### src/rtl/cpu_pkg.sv
// Shared stack-CPU definitions: opcode set, opcode width and data word type.
package cpu_pkg;

  localparam int OPC_W  = 6;
  localparam int DATA_W = 32;

  typedef logic [DATA_W-1:0] word_t;

  typedef enum logic [OPC_W-1:0] {
    OP_ADD    = 6'd0,
    OP_SUB    = 6'd1,
    OP_MUL    = 6'd2,
    OP_DIV    = 6'd3,
    OP_AND    = 6'd4,
    OP_OR     = 6'd5,
    OP_XOR    = 6'd6,
    OP_NOT    = 6'd7,
    OP_JMP    = 6'd8,
    OP_JIF    = 6'd9,
    OP_INC    = 6'd10,
    OP_DEC    = 6'd11,
    OP_EQ     = 6'd12,
    OP_LE     = 6'd13,
    OP_LEE    = 6'd14,
    OP_GR     = 6'd15,
    OP_GRE    = 6'd16,
    OP_PUTB   = 6'd17,
    OP_PUTW   = 6'd18,
    OP_POP    = 6'd19,
    OP_SB     = 6'd20,
    OP_SW     = 6'd21,
    OP_LB     = 6'd22,
    OP_LW     = 6'd23,
    OP_PUTARA = 6'd24,
    OP_PUTOPA = 6'd25,
    OP_POPARA = 6'd26,
    OP_POPOPA = 6'd27,
    OP_STOP   = 6'd28,
    OP_PUTSP  = 6'd29
  } opcode_e;

endpackage

### src/rtl/addsub_core.sv
// Combinational add/subtract; SUB is a + ~b + 1 with borrow = ~carry-out.
// Flag outputs exist only when ADDSUB_FLAGS_EN is defined.
module addsub_core #(
  parameter int WIDTH = 32
) (
  input  logic [WIDTH-1:0] a,
  input  logic [WIDTH-1:0] b,
  input  logic             sub,
`ifdef ADDSUB_FLAGS_EN
  output logic             carry,
  output logic             overflow,
`endif
  output logic [WIDTH-1:0] sum
);

  logic [WIDTH-1:0] w_b;

  assign w_b = sub ? ~b : b;

`ifdef ADDSUB_FLAGS_EN
  logic [WIDTH:0] w_full;

  assign w_full = {1'b0, a} + {1'b0, w_b} + {{WIDTH{1'b0}}, sub};
  assign sum    = w_full[WIDTH-1:0];
  assign carry  = sub ? ~w_full[WIDTH] : w_full[WIDTH];

  // Same-sign inputs to the adder with a flipped result sign.
  assign overflow = (a[WIDTH-1] == w_b[WIDTH-1]) &&
                    (w_full[WIDTH-1] != a[WIDTH-1]);
`else
  assign sum = a + w_b + {{(WIDTH-1){1'b0}}, sub};
`endif

endmodule

### src/rtl/instruction_add_sub_stop.sv
// ADD/SUB/STOP execution slice: decode, sticky halt, registered result.
// Carry/overflow flags are built only when ADDSUB_FLAGS_EN is defined.
module instruction_add_sub_stop
  import cpu_pkg::*;
#(
  parameter int WIDTH = DATA_W
) (
  input  logic             clk,
  input  logic             rst,
  input  logic             exec_valid,
  input  logic [OPC_W-1:0] opcode,
  input  logic [WIDTH-1:0] op_a,
  input  logic [WIDTH-1:0] op_b,
  output logic             done,
  output logic [WIDTH-1:0] result,
  output logic             result_we,
  output logic             carry,
  output logic             overflow,
  output logic             illegal,
  output logic             halted
);

  logic             r_done;
  logic [WIDTH-1:0] r_result;
  logic             r_we;
  logic             r_illegal;
  logic             r_halted;

  logic             w_accept;
  logic             w_is_add;
  logic             w_is_sub;
  logic             w_is_stop;
  logic             w_arith;
  logic [WIDTH-1:0] w_sum;

  assign w_is_add  = opcode == OP_ADD;
  assign w_is_sub  = opcode == OP_SUB;
  assign w_is_stop = opcode == OP_STOP;
  assign w_arith   = w_is_add | w_is_sub;
  assign w_accept  = exec_valid & ~r_halted;

`ifdef ADDSUB_FLAGS_EN
  logic w_carry;
  logic w_ovf;
  logic r_carry;
  logic r_ovf;

  addsub_core #(.WIDTH(WIDTH)) u_core (
    .a        (op_a),
    .b        (op_b),
    .sub      (w_is_sub),
    .carry    (w_carry),
    .overflow (w_ovf),
    .sum      (w_sum)
  );

  always_ff @(posedge clk) begin
    if (rst) begin
      r_carry <= 1'b0;
      r_ovf   <= 1'b0;
    end else if (w_accept && w_arith) begin
      r_carry <= w_carry;
      r_ovf   <= w_ovf;
    end
  end

  assign carry    = r_carry;
  assign overflow = r_ovf;
`else
  addsub_core #(.WIDTH(WIDTH)) u_core (
    .a   (op_a),
    .b   (op_b),
    .sub (w_is_sub),
    .sum (w_sum)
  );

  assign carry    = 1'b0;
  assign overflow = 1'b0;
`endif

  always_ff @(posedge clk) begin
    if (rst) begin
      r_done    <= 1'b0;
      r_we      <= 1'b0;
      r_illegal <= 1'b0;
      r_result  <= '0;
      r_halted  <= 1'b0;
    end else begin
      r_done    <= w_accept;
      r_we      <= w_accept & w_arith;
      r_illegal <= w_accept & ~(w_arith | w_is_stop);
      if (w_accept && w_arith)
        r_result <= w_sum;
      if (w_accept && w_is_stop)
        r_halted <= 1'b1;
    end
  end

  assign done      = r_done;
  assign result    = r_result;
  assign result_we = r_we;
  assign illegal   = r_illegal;
  assign halted    = r_halted;

endmodule

### config.mk
export PLATFORM = sky130hd
export DESIGN_NAME = instruction_add_sub_stop
export DESIGN_NICKNAME = d
export VERILOG_FILES = /design/src/rtl/cpu_pkg.sv /design/src/rtl/addsub_core.sv /design/src/rtl/instruction_add_sub_stop.sv
export SDC_FILE = /design/constraint.sdc
export NUM_CORES = 1
export LEC_CHECK = 0
export CAP_MARGIN = 20
export CELL_PAD_IN_SITES_DETAIL_PLACEMENT = 0
export CELL_PAD_IN_SITES_GLOBAL_PLACEMENT = 2
export CORE_ASPECT_RATIO = 1.25
export CORE_UTILIZATION = 25
export CTS_BUF_LIST = sky130_fd_sc_hd__clkbuf_16
export CTS_CLUSTER_DIAMETER = 120
export DETAILED_ROUTE_END_ITERATION = 8
export PLACE_DENSITY_LB_ADDON = 0.1
export SYNTH_ARGS = -nofsm -noshare
export SYNTH_HDL_FRONTEND = slang
export SYNTH_SLANG_ARGS = --single-unit
### constraint.sdc
create_clock -name clk -period 5.4 [get_ports clk]
set_clock_uncertainty 0.15 [all_clocks]
set_input_delay 0.81 -clock clk [delete_from_list [all_inputs] [get_ports clk]]
set_output_delay 0.81 -clock clk [all_outputs]
set_load 0.02 [all_outputs]
# ---- Word-level counts from Yosys, hierarchy flattened
# Cells that the tools add are included.
dict set report word_totals {
  ram_bits 0
  register_bits 36
  word_cells 21
  memories 0
  romBits 0
  in_bits 73
  latchBits 0
}
dict set report classes {
  shift 0
  eq_ne 2
  bitwise_logic 8
  n_addsub 2
  n_lt_le_gt_ge 0
  muxes 1
  n_reduce_logical 3
  mul 0
  div_mod_pow 0
}
# op count
set op_table {}
lappend op_table {{32-bit by 1-bit adder with 32-bit output} 1}
lappend op_table {{32-bit adder} 1}
lappend op_table {{32-bit 2-to-1 mux} 1}
lappend op_table {{32-bit inverter} 1}
lappend op_table {{6-bit by 1-bit == test with 1-bit output (second input constant)} 1}
lappend op_table {{6-bit by 5-bit == test with 1-bit output (second input constant)} 1}
lappend op_table {{6-bit logical NOT} 1}
lappend op_table {{1-bit bitwise AND} 3}
lappend op_table {{1-bit logical AND} 2}
lappend op_table {{1-bit inverter} 2}
lappend op_table {{1-bit bitwise OR} 2}

# ---- Logic depth before layout (Yosys ltp)
# Gate-level depths: netlist of run 1.
dict set report logic_depth {
  depth_word 5
  depth_mapped 15
}

# ---- By module
# Synthesis of run 1 repeated with hierarchy kept, for this count alone.
dict set report hier_totals {
  hier_cells 482
  hier_area_um2 3807.4
}
# module instances seq_area_each_um2 cells_each area_each_um2
set by_module_without_submodules {}
lappend by_module_without_submodules {addsub_core 1 0.0 325 2348.5}
lappend by_module_without_submodules {instruction_add_sub_stop 1 720.7 157 1458.9}

# ---- Least setup slack after synthesis of run 1
# Ideal clock, no wire load.
dict set report synth_timing {
  kind {input to register}
  from {input opcode[4]}
  to {register r_result[28] (netlist: result[28])}
  path_stages 14
  path_buffers 2
  t_arrival_ns 4.355
  slack_ns 0.772
  setup_time_ns 0.123
  cell_sequence {or4b_4 > or2_2 > clkbuf_1 > buf_1 > xnor2_1 > ha_1 > and2_1 > a221o_1 > a31oi_1 > o22ai_1 > or4_4 > a41oi_2 > xor2_1 > o21ai_0}
}
dict set report synth_via {
  elab_chain_cells 4
  elab_cells_between_ends 7
  classes_between {add/sub: 2; eq/ne: 1; mux: 1; bitwise: 1; reduce/logical: 2}
}
# element line
set synth_lines {}
lappend synth_lines {{start, declared} instruction_add_sub_stop.sv:11} ;# input logic [OPC_W-1:0] opcode,
lappend synth_lines {{6-bit by 1-bit == test with 1-bit output} instruction_add_sub_stop.sv:37} ;# assign w_is_sub = opcode == OP_SUB;
lappend synth_lines {{32-bit 2-to-1 mux} addsub_core.sv:18} ;# assign w_b = sub ? ~b : b;
lappend synth_lines {{32-bit adder} addsub_core.sv:31} ;# assign sum = a + w_b + {{(WIDTH-1){1'b0}}, sub};
lappend synth_lines {{32-bit by 1-bit adder with 32-bit output} addsub_core.sv:31}
lappend synth_lines {{end signal, assigned} instruction_add_sub_stop.sv:93} ;# r_result <= w_sum;
lappend synth_lines {{end, declared} instruction_add_sub_stop.sv:24} ;# logic [WIDTH-1:0] r_result;
# Several ways; a longest one is shown, not always the timed one.
# A chain may end at the register's enable or synchronous reset.

# ---- Final worst setup path of run 1
# Ends and elaborated chain as after synthesis.

==> flow_metrics.env, run 1 <==
export IMPL_cts_repair_resized=0
export IMPL_post_cts_buffers=0
export IMPL_dpl_cell_area_um2=4564
export IMPL_fmax_mhz=204.8
export IMPL_cp_endpoint="result[28]"
export IMPL_place_congestion=0.7928
export IMPL_synth_seq_cells=36
export IMPL_fin_setup_tns_ns=0
export IMPL_setup_worst_path_start_class="primary input"
export IMPL_critPathLaunch="opcode[4]"
export IMPL_drtPass1Iterations=4
export IMPL_antenna_found_initial=0
export IMPL_clkLatencyLatePin_ns=0.28
export IMPL_multiInputGateArea_um2=2462
export IMPL_synth_edff_count=0
export IMPL_port_buffers=108
export IMPL_rsz0062_at_grt="false"
export IMPL_hold_violations=0
export IMPL_nets=637
export IMPL_drtAntennaViolNets=0
export IMPL_clock_sinks=36
export IMPL_synthCells=428
export IMPL_cpMostUsedCell="o21ai_0"
export IMPL_grt_pass1_wl_mm=17.44
export IMPL_nFillCells=1395
export IMPL_vias=3321
export IMPL_final_core_utilization_pct=36.82
export IMPL_drc=0
export IMPL_io_pins=111
export IMPL_cts_tree="done"
export IMPL_avgViaCountPerCell=4.751
export IMPL_yosys_warnings=0
export IMPL_diodes=0
export IMPL_initial_core_util_pct=25.83
export IMPL_synth_area_um2=3301
export IMPL_detail_route_wl_per_cell_um=15.42
export IMPL_ys_seq_area_share_pct=21.83
export IMPL_leakagePower_nw=1.777
export IMPL_area_growth_pct=42.53
export IMPL_drt_wl_total_mm=10.78
export IMPL_hp_class="flop to flop"
export IMPL_hpwlAfterDp_mm=8.528
export IMPL_grt_max_degree=34
export IMPL_grt_usage_pct=16.13
export IMPL_num_rows=46
export IMPL_cts_max_level=2
export IMPL_root_buffer="clkbuf_16"
export IMPL_worst_pin_slew_ns=0.6591
export IMPL_drive_above_1_share_pct=6.026
export IMPL_reg2reg_depth=5
export IMPL_path_cells="clkdlybuf4s50_1 > or4b_4 > or2_2 > xnor2_1 > ha_1 > a21oi_1 > o21ai_0 > or3_1 > o21a_1 > or4_4 > a41oi_2 > xor2_1 > o21ai_0"
export IMPL_clk_pin_slew_ns=0.06
export IMPL_cp_top_family="simple AND/OR/NAND/NOR gates"
export IMPL_whs_path_depth=2
export IMPL_die_h_um=130.5
export IMPL_crit_path_end_kind="flop"
export IMPL_outcome="completed"
export IMPL_min_period_ns=4.884
export IMPL_reg2reg_slack_ns=3.67
export IMPL_grt_ovfl_total=0
export IMPL_setup_viol=0
export IMPL_critical_path_class="primary input to flop"
export IMPL_core_region_area_um2=12780
export IMPL_crit_fanout=22
export IMPL_fin_crit_sh_pct=90.44
export IMPL_arrival_ns=4.90
export IMPL_critPathRequiredTime_ns=5.42
export IMPL_crit_buf_inv=1
export IMPL_cts_buffers=5
export IMPL_die_x_um=104.8
export IMPL_whs_ns=0.3010
export IMPL_fp_dieArea_um2=13670
export IMPL_final_max_slew_viol_count=0
export IMPL_worst_slew_margin_rel_pct=56.06
export IMPL_post_route_cell_area_um2=4705
export IMPL_synth_ff_type="dfxtp_1"
export IMPL_final_seq_area_um2=720.7
export IMPL_holdCritStartpoint="result[23]"
export IMPL_yosys_cell_types_count=55
export IMPL_p_per_area_nw_per_um2=191.3
export IMPL_slowest_stage="or4b_4"
export IMPL_avgSynthCellArea_um2=7.712
export IMPL_clock_path_buffers=2
export IMPL_reg2reg_from="halted"
export IMPL_ir_drop_v=0.0001029
export IMPL_grt_pass1_vias=3477
export IMPL_worstReg2RegEnd="result[4]"
export IMPL_maxCapViolCount=0
export IMPL_postCtsHoldBufs=0
export IMPL_cp_depth=13
export IMPL_max_stage_delay_ns=0.57
export IMPL_async_reset_ff_share_pct=0
export IMPL_detailedRoute_firstIterationViolations=62
-- how the worst min path moves through the flow --
stage / to / slack [ns]
after floorplan: result[10] / 0.38
after global placement: result[26] / 0.29
after detailed placement: result[15] / 0.29
after CTS: result[15] / 0.30
after global routing: result[8] / 0.32
final: result[23] / 0.30
-- state kept, by name (all words and copies together), names as in the netlist --
name       count
illegal        1
result        32
halted         1
done           1
result_we      1
-- routing by layer --
metal	share of wire [%]	GRT usage, %	vias to the layer above
met5	0	0	-
met1	43	18.07	1530
met4	1.1	4.474	0
met2	52	31.55	63
li1	-	-	1722
met3	3.5	2.530	6
-- final cells by class --
| class | instances | area share (%) |
|---|---|---|
| repair buffers | 115 | 24.10 |
| clock buffers | 5 | 2.660 |
| flip-flops and latches | 36 | 15.32 |
| well taps | 168 | 4.468 |
| multi-input cells | 362 | 52.34 |
| clock inverters | 3 | 0.3191 |
| inverters | 10 | 0.7979 |
-- tightest hold or removal path: stages, from the launching register on --
cell     delay, ns
dfxtp_1       0.31
nand2_1       0.05
a21oi_1       0.05
-- where the power goes --
| group | leakage (nW) | switching (W) | internal (W) |
|---|---|---|---|
| clock network | 0.0687 | 0.000123 | 0.000168 |
| logic | 1.42 | 0.000173 | 0.000166 |
| registers | 0.291 | 0.00000160 | 0.000269 |
-- cells in the mapped netlist (5+ instances only) --
library cell | number | area (um2)
nand2_1 | 58 | 217.7
a21oi_1 | 57 | 285.3
xnor2_1 | 47 | 411.6
dfxtp_1 | 36 | 720.7
ha_1 | 33 | 412.9
nor2_1 | 22 | 82.58
o21ai_0 | 18 | 90.09
clkbuf_1 | 16 | 60.06
a21o_1 | 13 | 97.59
nand4_1 | 11 | 68.82
inv_1 | 10 | 37.54
nand3_1 | 9 | 45.04
xor2_1 | 9 | 78.83
a211oi_1 | 7 | 52.55
o21a_1 | 6 | 45.04
or2_2 | 6 | 37.54
nand2b_1 | 5 | 31.28
nand3b_1 | 5 | 37.54
-- stage by stage --
step	setup WS (ns)	power, W	cells
2_1_floorplan	0.7721	0.0004933	429
3_3_place_gp	0.3077	0.0006187	691
3_5_place_dp	0.2157	0.0006161	691
4_1_cts	0.5180	0.0009169	699
5_1_grt	0.3018	0.0009556	699
6_report	0.5165	0.0008999	699
-- cells in the final DEF (no fill, tap or decap), types with 3 or more instances in the layout --
cell type        netlist  final
a211oi_1               7      7
a21o_1                13     13
a21oi_1               57     57
and2_1                 3      3
buf_4                  2      7
clkbuf_16              0      5
clkdlybuf4s50_1        0    108
dfxtp_1               36     36
ha_1                  33     33
inv_1                 10     11
nand2_1               58     58
nand2b_1               5      5
nand3_1                9      9
nand3b_1               5      5
nand4_1               11     11
nor2_1                22     21
nor3_1                 4      4
o21a_1                 6      6
o21ai_0               18     18
o21bai_1               4      4
o31ai_1                4      4
or2_2                  6      6
or3_1                  3      3
xnor2_1               47     47
xor2_1                 9      9
-- logic make-up (layout without fill, tap and decap cells) --
logic type / Yosys count / in the layout / synth area share [%]
AO/OA/AOI/OAI: 132 / 132 / 25.47
XOR/XNOR: 56 / 56 / 14.86
adder cells (fa/ha/maj): 34 / 34 / 13.12
buffers and inverters: 31 / 133 / 3.753
flip-flops: 36 / 36 / 21.83
other: 1 / 2 / 0.1136
AND/OR/NAND/NOR: 138 / 138 / 20.85
Power figures use the tool's default switching activity.
==> inputs of run 2 (changes only) <==
- CORE_MARGIN: default -> 5
==> run 2 against run 1 <==
  * Power rose by 1.1%
  * Sequential power hardly changed
  * Die area is 14% higher
  * Routed wire length rose by 5.3%
  * Final area rose by 0.16%
  * Register-to-register slack lost 0.26 ns
  * Setup slack improved by 0.017 ns
  * Global-route usage shrank 1.8 points
  * Worst hold slack improved by 0.0023 ns
  * Fmax rose by 0.36%
  * Critical endpoint unchanged
==> flow_metrics.env, run 2 (synthesis results as in run 1) <==
export IMPL_clock_path_buffers=2
export IMPL_grt_pass1_wl_mm=18.10
export IMPL_critPathRequiredTime_ns=5.42
export IMPL_maxCapViolCount=0
export IMPL_p_per_area_nw_per_um2=193.0
export IMPL_fin_crit_sh_pct=90.12
export IMPL_setup_worst_path_start_class="primary input"
export IMPL_stdcell_count=702
export IMPL_die_h_um=138.5
export IMPL_post_route_cell_area_um2=4712
export IMPL_final_max_slew_viol_count=0
export IMPL_root_buffer="clkbuf_16"
export IMPL_num_rows=47
export IMPL_rsz0062_at_grt="false"
export IMPL_dpl_cell_area_um2=4568
export IMPL_hpwlAfterDp_mm=9.088
export IMPL_whs_ns=0.3033
export IMPL_slowest_stage="or4b_4"
export IMPL_crit_fanout=22
export IMPL_layout_setup_ws_ns=0.5338
export IMPL_clk_pin_slew_ns=0.06
export IMPL_fp_dieArea_um2=15610
export IMPL_hold_violations=0
export IMPL_grt_ovfl_total=0
export IMPL_pre_cts_slack_ns=0.2193
export IMPL_grt_max_degree=34
export IMPL_critical_path_class="primary input to flop"
export IMPL_layout_common_cells="clkdlybuf4s50_1 (108), nand2_1 (58), a21oi_1 (57)"
export IMPL_critPathLaunch="opcode[4]"
export IMPL_place_congestion=0.7998
export IMPL_top_usage_layer="met2"
export IMPL_outcome="completed"
export IMPL_min_period_ns=4.866
export IMPL_dp_cells=694
export IMPL_arrival_ns=4.88
export IMPL_initial_core_util_pct=25.17
export IMPL_crit_path_end_kind="flop"
export IMPL_clock_sinks=36
export IMPL_largest_reg_flops=32
export IMPL_area_growth_pct=42.76
export IMPL_cpMostUsedCell="o21ai_0"
export IMPL_clkLatencyLatePin_ns=0.29
export IMPL_drive_above_1_share_pct=6.403
export IMPL_detail_route_wl_per_cell_um=16.17
export IMPL_setup_viol=0
export IMPL_diodes=0
export IMPL_io_pins=111
export IMPL_leakagePower_nw=1.782
export IMPL_detailedRoute_firstIterationViolations=71
export IMPL_cp_top_family="simple AND/OR/NAND/NOR gates"
export IMPL_cts_repair_resized=0
export IMPL_crit_buf_inv=1
export IMPL_ir_drop_v=0.0001148
export IMPL_holdCritStartpoint="result[20]"
export IMPL_reg2reg_from="halted"
export IMPL_hp_class="flop to flop"
export IMPL_avgViaCountPerCell=4.791
export IMPL_grt_use_met1_pct=17.16
export IMPL_fin_setup_tns_ns=0
export IMPL_max_stage_delay_ns=0.57
export IMPL_vias=3363
export IMPL_cts_tree="done"
export IMPL_cts_buffers=5
export IMPL_post_cts_buffers=0
export IMPL_port_buffers=108
export IMPL_worst_slew_margin_rel_pct=50.56
export IMPL_cts_max_level=2
export IMPL_antenna_found_initial=0
export IMPL_die_x_um=112.8
export IMPL_core_region_area_um2=13110
export IMPL_use_met3_pct=2.579
export IMPL_grt_usage_pct=14.29
export IMPL_grt_pass1_vias=3453
export IMPL_postCtsHoldBufs=0
export IMPL_nFillCells=1416
export IMPL_drc=0
export IMPL_drtAntennaViolNets=0
export IMPL_nets=637
export IMPL_grt_util_met2_pct=25.94
export IMPL_worst_pin_slew_ns=0.7409
export IMPL_path_cells="clkdlybuf4s50_1 > or4b_4 > or2_2 > xnor2_1 > ha_1 > a21oi_1 > o21ai_0 > or3_1 > o21a_1 > or4_4 > a41oi_2 > xor2_1 > o21ai_0"
export IMPL_drt_wl_total_mm=11.35
export IMPL_fmax_mhz=205.5
export IMPL_drtPass1Iterations=4
export IMPL_final_common_cell="clkdlybuf4s50_1"
[run 2: cell types whose count changed in the layout (fill, tap and decap cells not counted)]
cell / before / now
clkinv_4: 0 / 1
clkinv_1: 1 / 0
inv_1: 11 / 10
clkinvlp_4: 1 / 0
clkinv_2: 0 / 2
[run 2: cell type report]
| cell class | count | area [um2] | area share, % |
|---|---|---|---|
| Multi-Input combinational cell | 362 | 2462 | 52.26 |
| Timing Repair Buffer | 115 | 1134 | 24.06 |
| Sequential cell | 36 | 720.7 | 15.29 |
| Tap cell | 171 | 214.0 | 4.541 |
| Clock buffer | 5 | 125.1 | 2.655 |
| Inverter | 10 | 37.54 | 0.7966 |
| Clock inverter | 3 | 18.77 | 0.3983 |
[run 2: report_power, final]
| part | switching, W | internal, W | leakage, nW |
|---|---|---|---|
| logic | 0.000174 | 0.000166 | 1.42 |
| clock network | 0.000128 | 0.000170 | 0.0736 |
| registers | 0.00000166 | 0.000269 | 0.291 |
| total | 0.000304 | 0.000606 | 1.78 |
[run 2: per-layer routing]
layer	share of wire [%]	wire length, um
met1	43	4833
met2	51	5846
met3	4.5	516
met4	1.4	157
met5	0	0
[run 2: path summary, 6_finish.rpt]
path / end / slack [ns] / cells after the start
worst min register to register: result[20] / 0.30 / 2
worst max register to register: result[28] / 3.41 / 6
worst max-delay path: result[28] / 0.53 / 13
worst min-delay path: result[20] / 0.30 / 2
[run 2: metrics by stage]
| step | utilization [%] | power, W |
|---|---|---|
| after floorplan | - | 0.0004933 |
| after global routing | 35.93 | 0.0009691 |
| after detailed placement | 34.83 | 0.0006177 |
| after CTS | 35.93 | 0.0009267 |
| after global placement | 34.83 | 0.0006210 |
| final | 35.93 | 0.0009096 |
[run 2: worst reg2reg max path: cells and delay by family, from the launching register on]
| family | cells | cell delay, ns |
|---|---|---|
| AND/OR/NAND/NOR | 4 | 0.95 |
| flip-flops | 1 | 0.32 |
| buffers and inverters | 1 | 0.37 |
| AO/OA/AOI/OAI | 1 | 0.07 |
